===== config.mk =====
export PLATFORM = sky130hd
export DESIGN_NAME = pio_edge_irq
export DESIGN_NICKNAME = d
export VERILOG_FILES = /design/src/rtl/pio_edge_irq.sv
export SDC_FILE = /design/constraint.sdc
export NUM_CORES = 1
export LEC_CHECK = 0
export ABC_AREA = 1
export BUFFER_PORTS_ARGS = -buffer_cell sky130_fd_sc_hd__buf_2
export CAP_MARGIN = 0
export CORE_MARGIN = 5
export CORE_UTILIZATION = 55
export DETAILED_ROUTE_END_ITERATION = 16
export PLACE_DENSITY = 0.77
export SLEW_MARGIN = 30
export SYNTH_ARGS = -nofsm -noshare
export SYNTH_HDL_FRONTEND = slang
export SYNTH_SLANG_ARGS = --single-unit

===== constraint.sdc =====
create_clock -name clk -period 1.49 [get_ports clk]
set_input_delay 0.0745 -clock clk [delete_from_list [all_inputs] [get_ports clk]]
set_output_delay 0.0745 -clock clk [all_outputs]
set_load 0.01 [all_outputs]

===== src/rtl/pio_edge_irq.sv =====
// Avalon-MM input PIO with per-bit debounce, selectable edge capture (W1C),
// sticky overflow of missed edges and a single masked interrupt line.
module pio_edge_irq #(
    parameter int W          = 6,
    parameter int DB_W       = 16,
    parameter int DB_DEFAULT = 0
) (
    input  logic          clk,
    input  logic          reset_n,
    input  logic [2:0]    address,
    input  logic          chipselect,
    input  logic          write_n,
    input  logic [31:0]   writedata,
    input  logic [W-1:0]  in_port,
    output logic [31:0]   readdata,
    output logic          irq
);

    localparam logic [2:0] ADDR_DATA    = 3'd0;
    localparam logic [2:0] ADDR_MODE    = 3'd1;
    localparam logic [2:0] ADDR_MASK    = 3'd2;
    localparam logic [2:0] ADDR_CAPTURE = 3'd3;
    localparam logic [2:0] ADDR_DEBOUNCE = 3'd4;
    localparam logic [2:0] ADDR_OVF     = 3'd5;

    logic [W-1:0]    sync1_reg;
    logic [W-1:0]    sync2_reg;
    logic [W-1:0]    stable_reg;
    logic [W-1:0]    stable_next;
    logic [DB_W-1:0] cnt_reg  [W];
    logic [DB_W-1:0] cnt_next [W];
    logic [2*W-1:0]  mode_reg;
    logic [W-1:0]    mask_reg;
    logic [W-1:0]    capture_reg;
    logic [W-1:0]    capture_next;
    logic [W-1:0]    ovf_reg;
    logic [W-1:0]    ovf_next;
    logic [DB_W-1:0] db_n_reg;

    logic [W-1:0]    commit;
    logic [W-1:0]    qual;
    logic [W-1:0]    clr_cap;
    logic [W-1:0]    clr_ovf;
    logic [W-1:0]    ovf_event;
    logic            wr_en;
    logic [31:0]     rd_mux;

    assign wr_en   = chipselect & ~write_n;
    assign clr_cap = (wr_en && address == ADDR_CAPTURE) ? writedata[W-1:0] : '0;
    assign clr_ovf = (wr_en && address == ADDR_OVF)     ? writedata[W-1:0] : '0;

    generate
        for (genvar gi = 0; gi < W; gi++) begin : g_bit
            // A commit happens once the disagreement has lasted past the threshold.
            assign commit[gi]      = (sync2_reg[gi] != stable_reg[gi]) && (cnt_reg[gi] >= db_n_reg);
            assign stable_next[gi] = commit[gi] ? sync2_reg[gi] : stable_reg[gi];
            assign cnt_next[gi]    = ((sync2_reg[gi] == stable_reg[gi]) || commit[gi]) ?
                                     '0 : cnt_reg[gi] + DB_W'(1);
            assign qual[gi]        = commit[gi] &
                                     (sync2_reg[gi] ? mode_reg[2*gi] : mode_reg[2*gi+1]);
        end
    endgenerate

    // A new event always wins over a clear landing on the same edge.
    assign ovf_event    = qual & capture_reg & ~clr_cap;
    assign capture_next = (capture_reg & ~clr_cap) | qual;
    assign ovf_next     = (ovf_reg & ~clr_ovf) | ovf_event;

    assign irq = |(capture_reg & mask_reg);

    always_comb begin
        rd_mux = '0;
        case (address)
            ADDR_DATA:     rd_mux[W-1:0]    = stable_reg;
            ADDR_MODE:     rd_mux[2*W-1:0]  = mode_reg;
            ADDR_MASK:     rd_mux[W-1:0]    = mask_reg;
            ADDR_CAPTURE:  rd_mux[W-1:0]    = capture_reg;
            ADDR_DEBOUNCE: rd_mux[DB_W-1:0] = db_n_reg;
            ADDR_OVF:      rd_mux[W-1:0]    = ovf_reg;
            default:       rd_mux = '0;
        endcase
    end

    always_ff @(posedge clk) begin
        if (!reset_n) begin
            sync1_reg   <= '0;
            sync2_reg   <= '0;
            stable_reg  <= '0;
            for (int i = 0; i < W; i++) cnt_reg[i] <= '0;
            mode_reg    <= {W{2'b01}};
            mask_reg    <= '0;
            capture_reg <= '0;
            ovf_reg     <= '0;
            db_n_reg    <= DB_W'(DB_DEFAULT);
            readdata    <= '0;
        end else begin
            sync1_reg   <= in_port;
            sync2_reg   <= sync1_reg;
            stable_reg  <= stable_next;
            for (int i = 0; i < W; i++) cnt_reg[i] <= cnt_next[i];
            capture_reg <= capture_next;
            ovf_reg     <= ovf_next;
            readdata    <= rd_mux;
            if (wr_en) begin
                case (address)
                    ADDR_MODE:     mode_reg <= writedata[2*W-1:0];
                    ADDR_MASK:     mask_reg <= writedata[W-1:0];
                    ADDR_DEBOUNCE: db_n_reg <= writedata[DB_W-1:0];
                    default: ;
                endcase
            end
        end
    end

endmodule


Word level (Yosys, flattened, before mapping)
Memory sizes are Yosys's and may differ from the RTL's.
Cells that the tools add are included.
{ "totals": {"ff_bits": 96, "latch_bits": 0, "mem_bits_rw": 96, "mem_bits_ro": 0, "in_bits": 45, "memories": 1} }
{ "mem_list": {"columns": ["memory", "depth", "word_bits", "read_ports", "rd_clocked_by_memory_dff", "wr", "line", "text"], "rows": [
  ["cnt_reg", 6, 16, 6, 0, 6, "30", "logic [DB_W-1:0] cnt_reg [W];"]
]} }
{ "op_classes": {"add_sub_neg": 6, "n_mul": 0, "div": 0, "magnitude_cmp": 6, "n_eq_ne": 17, "n_shift": 0, "muxes": 24, "bitwise": 23, "n_reduce_logical": 20} }
{ "ops": {"columns": ["operator", "count"], "rows": [
  ["$mux 16", 12],
  ["$add 16x1->16 const B", 6],
  ["$ge 16x16->1", 6],
  ["$pmux 6 s6", 1],
  ["$and 6x6->6", 5],
  ["$mux 6", 2],
  ["$not 6->6", 2],
  ["$or 6x6->6", 2],
  ["$pmux 6 s2", 1],
  ["$logic_and 1x1->1", 8],
  ["$mux 1", 8],
  ["$reduce_and 2->1", 4],
  ["$and 1x1->1", 7],
  ["$eq 1x1->1", 6],
  ["$eq 3x2->1 const B", 2],
  ["$eq 3x3->1 const B", 2],
  ["$logic_or 1x1->1", 6],
  ["$ne 1x1->1", 6],
  ["$or 1x1->1", 6],
  ["$reduce_or 6->1", 1],
  ["$eq 3x1->1 const B", 1],
  ["$logic_not 3->1", 1],
  ["$not 1->1", 1]
]} }

Logic depth before layout (Yosys ltp)
{ "depth": {"depth_word": 7, "depth_mapped": 15, "ltp_nobuf": 14} }

Worst setup path after synthesis
No wires, ideal clock.
{ "synth_path": {"kind": "register to register", "start": "reg db_n_reg[11]", "end": "mem cnt_reg[0][6]", "t_arrival_ns": 1.575, "t_required_ns": 1.428, "path_slack_ns": -0.147, "path_stages_with_launch": 11, "n_path_buf": 1, "path_cell_list": "dfxtp_1 > inv_1 > ha_1 > a21oi_1 > o21ai_0 > a21oi_1 > nand2_2 > nor2_4 > nand2_4 > buf_6 > nor2_2"} }
{ "synth_rtl": {"columns": ["element", "line", "text"], "rows": [
  ["from (decl)", "38", "logic [DB_W-1:0] db_n_reg;"],
  ["from (signal assigned)", "94", "db_n_reg <= DB_W'(DB_DEFAULT);"],
  ["from (signal assigned)", "108", "ADDR_DEBOUNCE: db_n_reg <= writedata[DB_W-1:0];"],
  ["to (decl)", "30", null]
]} }

==> metrics.txt <==
flops & latches, synth 176; Setup Skew 0.008239 ns; ys flop type dfxtp_1; largest net degree at the start of global routing 35; EDFF count, synth 0; Layout area overhead 37.21%; worst path bufs/invs 1; max-slew violations 0; initial core utilization 0.5591; Setup CP Type flop to flop; post-synthesis sequential area ratio 0.3496; fraction of layout cells with a size suffix above 1 0.3232; Vias 10270; fin crit share 1.484; nets@finish 1681; Post-Place Worst Slack -0.4772 ns; Post-Synthesis Cells 1296; leading cell types by count after synthesis 219 x nand2_1, 192 x inv_1, 176 x dfxtp_1; die area 21130 um2; worst reg2reg setup slack -0.72 ns; DRC 0; minimum clock period 2.210 ns; H-Tree Level Count 4; die height 145.4 um; initial detailed-routing violation count 1184; Hold Startpoint address[0]; core area 18020 um2; critical path capture point type flop; area of the multi-input gates 6694 um2; Hold Path Sink readdata[0]; Power, Total 10.82 mW; Max Cap Viol 0; Fmax 452.4 MHz; CTS buffer count 17; Worst setup SP type flop; vias in the first global route 10110; Tightest Hold Check Type primary input to flop; failing checks negative setup slack; critical path's top delay family simple AND/OR/NAND/NOR gates; RSZ-0062 raised after global routing yes; maximum VDD drop 983.8 uV; Max stage delay cell, worst path ha_1; Finished Layout Cells 1776; Overall Global Routing Usage 0.2887; drt wl/cell 19.06 um; CP Cell Sequence clkinvlp_4, ha_1, nand2_1, nand2_1, nand2_1, nand2_1, nand2_1, nand2_1, nand2_1, nand2_2, nor2_4, nand2_4, nor2_2; Setup TNS -62.34 ns; Largest register FFs 96; I/O pins 78; Clock Path Buffers 2; grt ovf 0; critical path arrival 2.58 ns; asr flop ratio synth 0; reg-to-reg critical path endpoint cnt_reg[2][4]; via/cell ratio 5.782; Worst path max stage delay 0.37 ns; most used cell, CP nand2_1; Slew headroom 0.6602; cell area after layout 13830 um2; initial antenna violation count 0; CP required 1.86 ns; Netlist Area Pre-Place 10080 um2; final antenna-violating net count 0; top cells by area, synth dfxtp_1 35%, ha_1 13%, nand2_1 8.2%; worst skew pair latency 0.45 ns; placed wire-length estimate 19.29 mm; reg-to-reg startpoint db_n_reg[1]; placed cells 1701; Die W 145.4 um; Antenna Cells 0; Clock Sinks 176; final wirelength 33.85 mm; Hold Path Cell Cnt 4; CTS tree done; Pwr Density 782.6 nW/um2; first-pass GRT wire length 50.08 mm; Placer Congestion 0.8996; count leader, synth nand2_1; num rows 49; Pre-Repair DR Iteration Count 6; Lkg Pwr 5.876 nW; Slew @ Worst Pin 0.5085 ns; Register Area 3532 um2; Clock Tree Root clkbuf_16; Fill cells 1011; outcome finished with violations; Worst-path clk slew 0.07 ns; Setup WS post-layout -0.7205 ns; setup violators final 114; yosys warns 0; mean area per synthesized cell 7.776 um2; Final Hold Slack 0.06694 ns; Distinct cells, synth 36; reg2reg path depth 13; placed cell areas 11660 um2; Synth top area share 0.3496; Core Util, Final 0.7671; final hold viol count 0; CP Max Fanout 8; Buffers on Ports 45; leading area contributor after synthesis dfxtp_1
[per-layer routing]
| layer | global-route usage | part of all wire | up-vias |
|---|---|---|---|
| li1 | - | - | 4619 |
| met1 | 0.3329 | 0.35 | 4776 |
| met2 | 0.4903 | 0.48 | 636 |
| met3 | 0.07163 | 0.093 | 238 |
| met4 | 0.1590 | 0.074 | 0 |
| met5 | 0 | 0 | - |
[kinds of logic after synthesis]
group | synth area share
DFF | 0.3496
AOI/OAI and AO/OA | 0.09424
adders and majority gates | 0.1266
xor gates and xnor gates | 0.07288
and+or+nand+nor | 0.2555
buffers and inverters | 0.1007
other | 0.0003721
[timing repair]
action | in CTS | in global routing
endpoints found under the setup margin | 114 | 114
hold buffers | 22 | 0
pin swaps | 36 | 39
endpoints found under the hold margin | 38 | 0
buffers inserted | 9 | 9
cloned | 5 | 1
resized for setup | 115 | 82
[layout make-up]
cell class                 instances  area share
inverter                         196     0.05393
multi-input combinational        908      0.4841
clock inverter                    15     0.01321
tap                              229     0.02072
sequential                       176      0.2555
clock buffer                      17     0.03077
timing repair buffer             235      0.1418
[worst max-delay path by stage]
stage,from,end,slack [ns],cells past startpoint
2_1_floorplan,db_n_reg[5],cnt_reg[1][6],-0.10,14
3_3_place_gp,db_n_reg[1],cnt_reg[0][12],-0.41,13
3_5_place_dp,db_n_reg[2],cnt_reg[1][2],-0.48,13
4_1_cts,db_n_reg[1],cnt_reg[5][5],-0.46,14
5_1_grt,db_n_reg[1],cnt_reg[5][5],-0.74,12
6_report,db_n_reg[1],cnt_reg[2][4],-0.72,13
[worst register-to-register path, stage by stage (launching register included)]
cell and delay (ns):
dfxtp_2 0.36, clkinvlp_4 0.18, ha_1 0.37, nand2_1 0.12
nand2_1 0.08, nand2_1 0.06, nand2_1 0.06, nand2_1 0.07
nand2_1 0.08, nand2_1 0.10, nand2_2 0.08, nor2_4 0.24
nand2_4 0.19, nor2_2 0.15
[power by group]
group	switching [mW]	internal (mW)	total, mW
Combinational	0.768	0.480	1.25
Sequential	0.0453	4.77	4.81
Clock	2.09	2.67	4.76
[cell usage in the layout, fill, tap and decap left out, types with 4 or more instances in the layout]
cell type	count
xor2_1	51
a21oi_2	14
dlygate4sd3_1	22
buf_6	21
nor2_1	66
nand2_8	8
buf_4	133
o21ai_0	48
inv_6	5
dfxtp_2	7
nand2_1	202
nand3_2	11
nor3_2	4
nor2_2	58
ha_1	57
nand4_1	28
xnor2_1	31
inv_2	12
clkbuf_16	17
dfxtp_1	169
o22ai_1	9
a22oi_1	4
nor3_1	20
ha_4	45
o211ai_1	6
buf_2	45
a21oi_1	73
or2_2	6
buf_12	14
o32ai_1	6
nand2_2	26
conb_1	16
nand2_4	8
o21ai_1	13
inv_1	181
nand3_1	41
nor2_4	50
No activity file was read; power rests on OpenSTA's default activity.
